### config.mk
export PLATFORM = sky130hd
export DESIGN_NAME = intc_ctrl
export DESIGN_NICKNAME = d
export VERILOG_FILES = /design/src/rtl/intc_ctrl_pkg.sv /design/src/rtl/intc_prio.sv /design/src/rtl/intc_ctrl.sv
export SDC_FILE = /design/constraint.sdc
export NUM_CORES = 1
export LEC_CHECK = 0
export ABC_AREA = 1
export CAP_MARGIN = 20
export CORE_ASPECT_RATIO = 2
export CORE_MARGIN = 1.5
export CORE_UTILIZATION = 50
export DETAILED_ROUTE_END_ITERATION = 6
export PLACE_DENSITY = 0.83
export SLEW_MARGIN = 20
export SYNTH_ARGS = -nofsm -noshare
export SYNTH_HDL_FRONTEND = slang
export SYNTH_HIERARCHICAL = 1
export SYNTH_SLANG_ARGS = --single-unit
### constraint.sdc
create_clock -name clk -period 2.4 [get_ports clk]
set_input_delay 0.48 -clock clk [delete_from_list [all_inputs] [get_ports clk]]
set_output_delay 0.48 -clock clk [all_outputs]
set_load 0.01 [all_outputs]
### src/rtl/intc_ctrl_pkg.sv
// -----------------------------------------------------------------------------
// intc_ctrl_pkg
// Shared constants for the interrupt controller and for the bridge that
// decodes its window:
//   - word offsets of the four slave registers (PrAddr[3:2])
//   - bit positions of the fields inside CTRL
//   - controller state encodings
// -----------------------------------------------------------------------------
package intc_ctrl_pkg;

   // Register word offsets
   localparam logic [1:0] INTC_CTRL = 2'd0;
   localparam logic [1:0] INTC_MASK = 2'd1;
   localparam logic [1:0] INTC_PEND = 2'd2;
   localparam logic [1:0] INTC_ACK  = 2'd3;

   // CTRL field positions: GEN at bit 0, EDGE mode at [13:8], HOLDOFF at [23:16]
   localparam int CTRL_GEN_BIT  = 0;
   localparam int CTRL_EDGE_LSB = 8;
   localparam int CTRL_HOLD_LSB = 16;

   typedef enum logic {
      S_IDLE = 1'b0,
      S_HOLD = 1'b1
   } intc_state_t;

endpackage

### src/rtl/intc_prio.sv
// -----------------------------------------------------------------------------
// intc_prio
// Combinational priority encoder. Bit 0 has the highest priority.
// o_code = 1 + index of the lowest set bit of i_req, or 0 when none is set.
// Ports:
//   i_req  [N-1:0]  request vector
//   o_code [2:0]    encoded priority code
// -----------------------------------------------------------------------------
module intc_prio #(
   parameter int N = 6
) (
   input  logic [N-1:0] i_req,
   output logic [2:0]   o_code
);

   // Scan from the lowest priority upward so the highest-priority hit wins.
   always_comb begin
      o_code = 3'd0;
      for (int i = N - 1; i >= 0; i--) begin
         if (i_req[i]) begin
            o_code = 3'(i + 1);
         end
      end
   end

endmodule

### src/rtl/intc_ctrl.sv
// -----------------------------------------------------------------------------
// intc_ctrl
// Interrupt controller between six peripheral IRQ lines and CPU HWInt[7:2].
// Memory-mapped slave on the Pr bus: CTRL / MASK / PEND / ACK at offsets 0..3.
// Latches and masks requests, drives a registered request vector, and after
// a CPU acknowledge holds the vector low for a programmable number of cycles.
//
// Optional build macro: INTC_SYNC_EN -- when defined, every i_irq bit goes
// through a 2-flop synchronizer before edge detection (adds 2 cycles).
//
// Ports:
//   clk      system clock
//   reset    asynchronous active-high reset
//   i_irq    raw request lines, bit 0 highest priority
//   i_sel    slave select
//   i_we     write strobe (qualified by i_sel)
//   i_addr   word offset
//   i_wdata  write data
//   o_rdata  read data, combinational, 0 when not selected
//   o_hwint  registered request vector to the CPU
//   o_busy   high while the hold-off window is running
// -----------------------------------------------------------------------------
module intc_ctrl
   import intc_ctrl_pkg::*;
#(
   parameter int N_SRC     = 6,
   parameter int HOLDOFF_W = 8
) (
   input  logic                 clk,
   input  logic                 reset,
   input  logic [N_SRC-1:0]     i_irq,
   input  logic                 i_sel,
   input  logic                 i_we,
   input  logic [1:0]           i_addr,
   input  logic [31:0]          i_wdata,
   output logic [31:0]          o_rdata,
   output logic [N_SRC-1:0]     o_hwint,
   output logic                 o_busy
);

   logic                 r_gen;
   logic [N_SRC-1:0]     r_edge;
   logic [HOLDOFF_W-1:0] r_holdoff;
   logic [N_SRC-1:0]     r_mask;
   logic [N_SRC-1:0]     r_pend;
   logic [N_SRC-1:0]     r_prev;
   logic [HOLDOFF_W-1:0] r_cnt;
   intc_state_t          r_state;
   logic [N_SRC-1:0]     r_hwint;
   logic                 r_busy;

   logic [N_SRC-1:0]     w_s_irq;
   logic [N_SRC-1:0]     w_w1c;
   logic [N_SRC-1:0]     w_pend_next;
   logic [N_SRC-1:0]     w_active;
   logic [2:0]           w_code;
   logic                 w_wr;
   logic                 w_wr_ctrl;
   logic                 w_wr_mask;
   logic                 w_wr_pend;
   logic                 w_wr_ack;
   logic                 w_unused_wdata;

   // Only some write-data bits map to register fields.
   assign w_unused_wdata = ^i_wdata;

   assign w_wr      = i_sel & i_we;
   assign w_wr_ctrl = w_wr && (i_addr == INTC_CTRL);
   assign w_wr_mask = w_wr && (i_addr == INTC_MASK);
   assign w_wr_pend = w_wr && (i_addr == INTC_PEND);
   assign w_wr_ack  = w_wr && (i_addr == INTC_ACK);

`ifdef INTC_SYNC_EN
   logic [N_SRC-1:0] r_sync1;
   logic [N_SRC-1:0] r_sync2;

   always_ff @(posedge clk or posedge reset) begin
      if (reset) begin
         r_sync1 <= '0;
         r_sync2 <= '0;
      end else begin
         r_sync1 <= i_irq;
         r_sync2 <= r_sync1;
      end
   end

   assign w_s_irq = r_sync2;
`else
   assign w_s_irq = i_irq;
`endif

   assign w_w1c = w_wr_pend ? i_wdata[N_SRC-1:0] : '0;

   // Level bits simply follow the sampled line (so W1C cannot touch them);
   // edge bits are sticky and a new edge beats a same-cycle clear.
   for (genvar gi = 0; gi < N_SRC; gi++) begin : g_pend
      assign w_pend_next[gi] = r_edge[gi]
         ? ((w_s_irq[gi] & ~r_prev[gi]) | (r_pend[gi] & ~w_w1c[gi]))
         : w_s_irq[gi];
   end

   assign w_active = r_pend & r_mask & {N_SRC{r_gen}};

   intc_prio #(.N(N_SRC)) u_prio (
      .i_req  (w_active),
      .o_code (w_code)
   );

   always_ff @(posedge clk or posedge reset) begin
      if (reset) begin
         r_gen     <= 1'b0;
         r_edge    <= '0;
         r_holdoff <= '0;
         r_mask    <= '0;
         r_pend    <= '0;
         r_prev    <= '0;
      end else begin
         if (w_wr_ctrl) begin
            r_gen     <= i_wdata[CTRL_GEN_BIT];
            r_edge    <= i_wdata[CTRL_EDGE_LSB +: N_SRC];
            r_holdoff <= i_wdata[CTRL_HOLD_LSB +: HOLDOFF_W];
         end
         if (w_wr_mask) begin
            r_mask <= i_wdata[N_SRC-1:0];
         end
         r_prev <= w_s_irq;
         r_pend <= w_pend_next;
      end
   end

   // Acknowledge / hold-off state machine with registered outputs.
   always_ff @(posedge clk or posedge reset) begin
      if (reset) begin
         r_state <= S_IDLE;
         r_cnt   <= '0;
         r_hwint <= '0;
         r_busy  <= 1'b0;
      end else begin
         case (r_state)
            S_IDLE: begin
               if (w_wr_ack && (r_holdoff != '0)) begin
                  r_cnt   <= r_holdoff;
                  r_hwint <= '0;
                  r_busy  <= 1'b1;
                  r_state <= S_HOLD;
               end else begin
                  r_hwint <= w_active;
               end
            end
            S_HOLD: begin
               r_hwint <= '0;
               if (w_wr_ack) begin
                  r_cnt <= r_holdoff;
               end else if (r_cnt <= HOLDOFF_W'(1)) begin
                  // <= also catches a reload with HOLDOFF = 0
                  r_busy  <= 1'b0;
                  r_state <= S_IDLE;
               end else begin
                  r_cnt <= r_cnt - HOLDOFF_W'(1);
               end
            end
            default: begin
               r_state <= S_IDLE;
            end
         endcase
      end
   end

   always_comb begin
      o_rdata = '0;
      if (i_sel) begin
         case (i_addr)
            INTC_CTRL: begin
               o_rdata[CTRL_GEN_BIT]                  = r_gen;
               o_rdata[CTRL_EDGE_LSB +: N_SRC]        = r_edge;
               o_rdata[CTRL_HOLD_LSB +: HOLDOFF_W]    = r_holdoff;
            end
            INTC_MASK: o_rdata[N_SRC-1:0] = r_mask;
            INTC_PEND: o_rdata[N_SRC-1:0] = r_pend;
            INTC_ACK:  o_rdata[2:0]       = w_code;
            default:   o_rdata = '0;
         endcase
      end
   end

   assign o_hwint = r_hwint;
   assign o_busy  = r_busy;

endmodule

## Yosys cells after proc, flatten, opt, wreduce, memory -nomap -nowiden

Index checks and enable logic that the tools add are counted.

| word-level totals | value |
|---|---|
| logic and storage cells | 95 |
| output and inout bits | 39 |
| flip-flop bits (word level) | 49 |

| operators by class | value |
|---|---|
| multiplexer cells | 33 |
| $lt $le $gt $ge | 1 |
| bitwise gates (word level) | 34 |
| reduce and logical (&&, ||, !) cells | 9 |
| equality and inequality tests | 7 |
| add/subtract/negate cells | 1 |

Operator list:

| kind | number |
|---|---|
| $mux 8 | 4 |
| $mux 24 | 1 |
| $mux 3 | 6 |
| $mux 6 | 3 |
| $pmux 8 s2 | 1 |
| $and 1x1->1 | 13 |
| $not 1->1 | 13 |
| $and 6x6->6 | 2 |
| $mux 1 | 12 |
| $pmux 6 s2 | 1 |
| $le 8x1->1 const B | 1 |
| $reduce_bool 8->1 | 1 |
| $sub 8x1->8 const B | 1 |
| $or 1x1->1 | 6 |
| $pmux 2 s3 | 1 |
| $pmux 3 s2 | 1 |
| $logic_and 1x1->1 | 5 |
| $eq 2x2->1 const B | 2 |
| $ne 2x2->1 const B | 2 |
| $pmux 1 s2 | 2 |
| $pmux 1 s4 | 1 |
| $ne 3x3->1 const B | 1 |
| $reduce_and 3->1 | 1 |
| $eq 2x1->1 const B | 1 |
| 3 further kinds | 3 |

## Logic depth before layout (Yosys ltp)

| logic depth | value |
|---|---|
| depth after elaboration | 10 |
| depth in mapped cells | 12 |
| gate-level depth less buffers | 11 |

## Cells and area by module

Netlist, hierarchy kept.

By module, submodules not included:

| module | seq. area each (µm²) | area each (µm²) | cells an instance | instances |
|---|---|---|---|---|
| intc_ctrl | 1226.2 | 2581.2 | 334 | 1 |
| intc_prio | 0.0 | 55.1 | 13 | 1 |

## Least setup slack after synthesis

No wires, ideal clock.

| timing path | value |
|---|---|
| kind | register to output |
| start | register r_gen |
| end | output port o_rdata[0] |
| path slack | 0.629 ns |
| data arrival time | 1.291 ns |
| stages on the path, launching flop included | 7 |
| cells stage by stage | dfrtp_1 inv_1 nor3_1 nand2_1 a21oi_1 nand2_1 a31oi_1 |

| between the ends | value |
|---|---|
| cells in the longest elaborated chain, start to end | 8 |

Ends and longest elaborated chain:

| element | line | source |
|---|---|---|
| start: declaration | intc_ctrl.sv:41 | `logic r_gen;` |
| start signal: assignment | intc_ctrl.sv:119 | `r_gen <= i_wdata[CTRL_GEN_BIT];` |
| $and 6x6->6 | intc_ctrl.sv:102 | `assign w_active = r_pend & r_mask & {N_SRC{r_gen}};` |
| named net w_active[4] | intc_ctrl.sv:55 | `logic [N_SRC-1:0] w_active;` |
| $mux 3 (5 in series) | intc_prio.sv:20 | `if (i_req[i]) begin` |
| named net w_code[0] | intc_ctrl.sv:56 | `logic [2:0] w_code;` |
| $pmux 1 s4 | intc_ctrl.sv:172 | `case (i_addr)` |
| $mux 24 | intc_ctrl.sv:171 | `if (i_sel) begin` |
| end: declaration | intc_ctrl.sv:36 | `output logic [31:0] o_rdata,` |

The timed path passes the listed nets, and every way through them passes these cells.

## Final worst setup path

| timing path | value |
|---|---|
| start | register r_gen |
| end | output port o_rdata[0] |

| between the ends | value |
|---|---|
| elaborated cells between the ends (all ways) | 8 |
| those cells by class | mux (7); bitwise (1) |

RTL lines:

| element | line |
|---|---|
| $and 6x6->6 | intc_ctrl.sv:102 |
| named net w_active[0] | intc_ctrl.sv:55 |
| $mux 3 | intc_prio.sv:20 |
| named net w_code[0] | intc_ctrl.sv:56 |
| $pmux 1 s4 | intc_ctrl.sv:172 |
| $mux 24 | intc_ctrl.sv:171 |

The timed path passes the listed nets, and every way through them passes these cells.

==> flow_metrics.env <==
export IMPL_place_area_um2=3290
export IMPL_clkTransAtPathRegs_ns=0.08
export IMPL_area_growth_pct=29.9
export IMPL_synth_top_cell_area_share_pct=46.5
export IMPL_layout_drive_gt1_share_pct=10.0
export IMPL_worst_slew_pin_slew_ns=0.610
export IMPL_setup_slack_ns=0.0385
export IMPL_worstReg2RegEnd="r_cnt[6]"
export IMPL_layout_min_cycle_time_ns=2.36
export IMPL_clockBufferDepth=2
export IMPL_max_freq_mhz=423
export IMPL_ys_warn_count=6
export IMPL_drv_slew=0
export IMPL_end_kind="output pin"
export IMPL_start_util_pct=51.8
export IMPL_rows=37
export IMPL_final_area_um2=3420
export IMPL_die_area_um2=5740
export IMPL_cts_tree="done"
export IMPL_pre_cts_slack_ns=-0.372
export IMPL_yosys_area_top_type="dfrtp_1"
export IMPL_synthFlopType="dfrtp_1"
export IMPL_final_common_cell="nand2_1"
export IMPL_htree_num_levels=2
export IMPL_max_stage_delay_ns=0.37
export IMPL_ant_nets=0
export IMPL_synth_edf_count=0
export IMPL_final_cells=476
export IMPL_grt_max_degree=50
export IMPL_root_buffer="clkbuf_8"
export IMPL_wl_per_cell_um=12.9
export IMPL_io_buffers=58
export IMPL_fin_nets=468
export IMPL_outcome="finished clean"
export IMPL_syn_instance_count=347
export IMPL_ir_drop_uv=618
export IMPL_synth_cell_types=22
export IMPL_max_cap_violations=0
export IMPL_ff2ff_setup_slack_ns=0.82
export IMPL_fill_cells=446
export IMPL_die_w_um=54.3
export IMPL_top_level_ports=83
export IMPL_relSlewSlack_pct=59.4
export IMPL_synth_seq_cells=49
export IMPL_slowest_stage="dfrtp_1"
export IMPL_hold_path_startpoint="o_busy"
export IMPL_grt_pass1_wl_um=9770
export IMPL_worstHoldPathCells=2
export IMPL_crit_chain="buf_4 -> nand3_2 -> inv_1 -> nor2_2 -> a21oi_1 -> nand2_1 -> a31oi_2 -> dlygate4sd2_1"
export IMPL_gp_congestion=0.801
export IMPL_r2r_cells=11
export IMPL_path_max_fanout=5
export IMPL_fin_skew_ns=0.00931
export IMPL_drcViolationCount=0
export IMPL_p_total_w=0.00280
export IMPL_final_cell_mix="nand2_1, inv_1, dfrtp_1"
export IMPL_ctsHoldBuffers=0
export IMPL_min_path_type="reg2reg"
export IMPL_fp_coreArea_um2=5090
export IMPL_drt_iter0_markers=59
export IMPL_cp_required_ns=1.92
export IMPL_p_per_area_nw_per_um2=818
export IMPL_critical_path_class="reg2out"
export IMPL_cts_buffers=5
export IMPL_arrival_ns=1.88
export IMPL_power_leakage_nw=1.86
export IMPL_first_pass_iters=4
export IMPL_dpl_cell_count=467
export IMPL_insertedDiodeCount=0
export IMPL_viasPerCell=4.95
export IMPL_vias=2356
export IMPL_antenna_found_initial=0
export IMPL_grt_pass1_vias=2240
export IMPL_hold_viol_final=0
export IMPL_avgSynthCellArea_um2=7.60
export IMPL_async_reset_ff_share_pct=100
export IMPL_synthesis_area_um2=2640
export IMPL_finalCoreUtilization_pct=67.2
export IMPL_grt_overflow=0
export IMPL_min_to="o_busy"
export IMPL_yosysSeqAreaShare_pct=46.5
export IMPL_startpoint_type="register"
export IMPL_grtUsageTotal_pct=23.5
export IMPL_min_period_over_period_pct=98.4
export IMPL_clock_sinks=49
export IMPL_synthTopCellsByArea="dfrtp_1, nand2_1, inv_1"
export IMPL_r2r_start="r_cnt[0]"
export IMPL_clk_latency_ns=0.32
export IMPL_die_y_um=106
export IMPL_detailed_place_hpwl_um=4590
export IMPL_setup_viol=0
export IMPL_routed_wl_um=6140
## synth_stat cells, types with 2 or more instances
cell,number
nand2_1,99
o211ai_1,6
buf_4,12
o21ai_2,2
o21ai_0,13
dfrtp_1,49
clkbuf_1,5
a21oi_1,21
nand2_4,2
nor2_1,46
ha_1,7
nor2_2,2
nand3_1,17
nand3_2,4
inv_1,52
nor3_1,4
## final cells by class
cell class,instances,area [um^2],area share [%]
flip-flops and latches,49,1230,35.8
multi-input cells,238,1170,34.1
repair buffers,71,647,18.9
inverters,52,195,5.70
clock buffers,7,86.3,2.52
well taps,58,72.6,2.12
clock inverters,1,30.0,0.877
## registers in the layout (all words and copies together), names as in the netlist
| signal | count |
|---|---|
| r_edge | 6 |
| r_cnt | 8 |
| r_gen | 1 |
| o_hwint | 6 |
| o_busy | 1 |
| r_prev | 6 |
| r_mask | 6 |
| r_state | 1 |
| r_holdoff | 8 |
| r_pend | 6 |
## where the power goes
group / total [W] / switching, W / leakage (nW) / internal (W)
combinational: 0.00102 / 0.000611 / 1.22 / 0.000406
clock: 0.000609 / 0.000269 / 0.0585 / 0.000340
sequential: 0.00118 / 0.000162 / 0.577 / 0.00101
## kinds of logic (layout without fill, tap and decap cells)
logic type / after synthesis / count (layout) / share of synthesized area (%)
AOI/OAI and AO/OA: 43 / 43 / 9.07
other: 1 / 12 / 0.142
xor gates and xnor gates: 1 / 1 / 0.332
buffers and inverters: 71 / 131 / 12.5
adders and majority gates: 7 / 7 / 3.32
and+or+nand+nor: 175 / 175 / 28.1
DFF: 49 / 49 / 46.5
## repair_timing
| action | CTS | global route |
|---|---|---|
| setup buffers | 0 | 1 |
| resized for setup | 31 | 6 |
| setup endpoints to repair | 20 | 3 |
## stage by stage
step | hold slack (ns) | TNS, ns
after floorplan | 0.471 | 0
final | 0.482 | 0
after detailed placement | 0.468 | -5.46
after global routing | 0.524 | -0.0128
after CTS | 0.487 | 0
after global placement | 0.454 | -5.27
## how the worst max path moves through the flow
| stage | start | to | depth (start not counted) |
|---|---|---|---|
| 6_report | r_gen | o_rdata[0] | 8 |
| 5_1_grt | r_gen | o_rdata[0] | 8 |
| 4_1_cts | r_gen | o_rdata[0] | 8 |
| 3_5_place_dp | i_addr[1] | o_rdata[0] | 6 |
| 3_3_place_gp | i_addr[1] | o_rdata[0] | 6 |
| 2_1_floorplan | r_gen | o_rdata[0] | 6 |
## worst max-delay path, delay by kind of cell (launching register included)
kind | cells | cell delay (ns)
flip-flops | 1 | 0.37
AND/OR/NAND/NOR | 3 | 0.25
buffers and inverters | 3 | 0.56
AO/OA/AOI/OAI | 2 | 0.39
## per-layer routing
metal / vias to the layer above / GRT usage [%] / routed length, um
met5: - / 0 / 0
met4: 0 / 10.5 / 174
met3: 14 / 4.82 / 178
met2: 54 / 42.1 / 3570
met1: 1104 / 24.3 / 2220
li1: 1184 / - / -
Power figures use the tool's default switching activity.
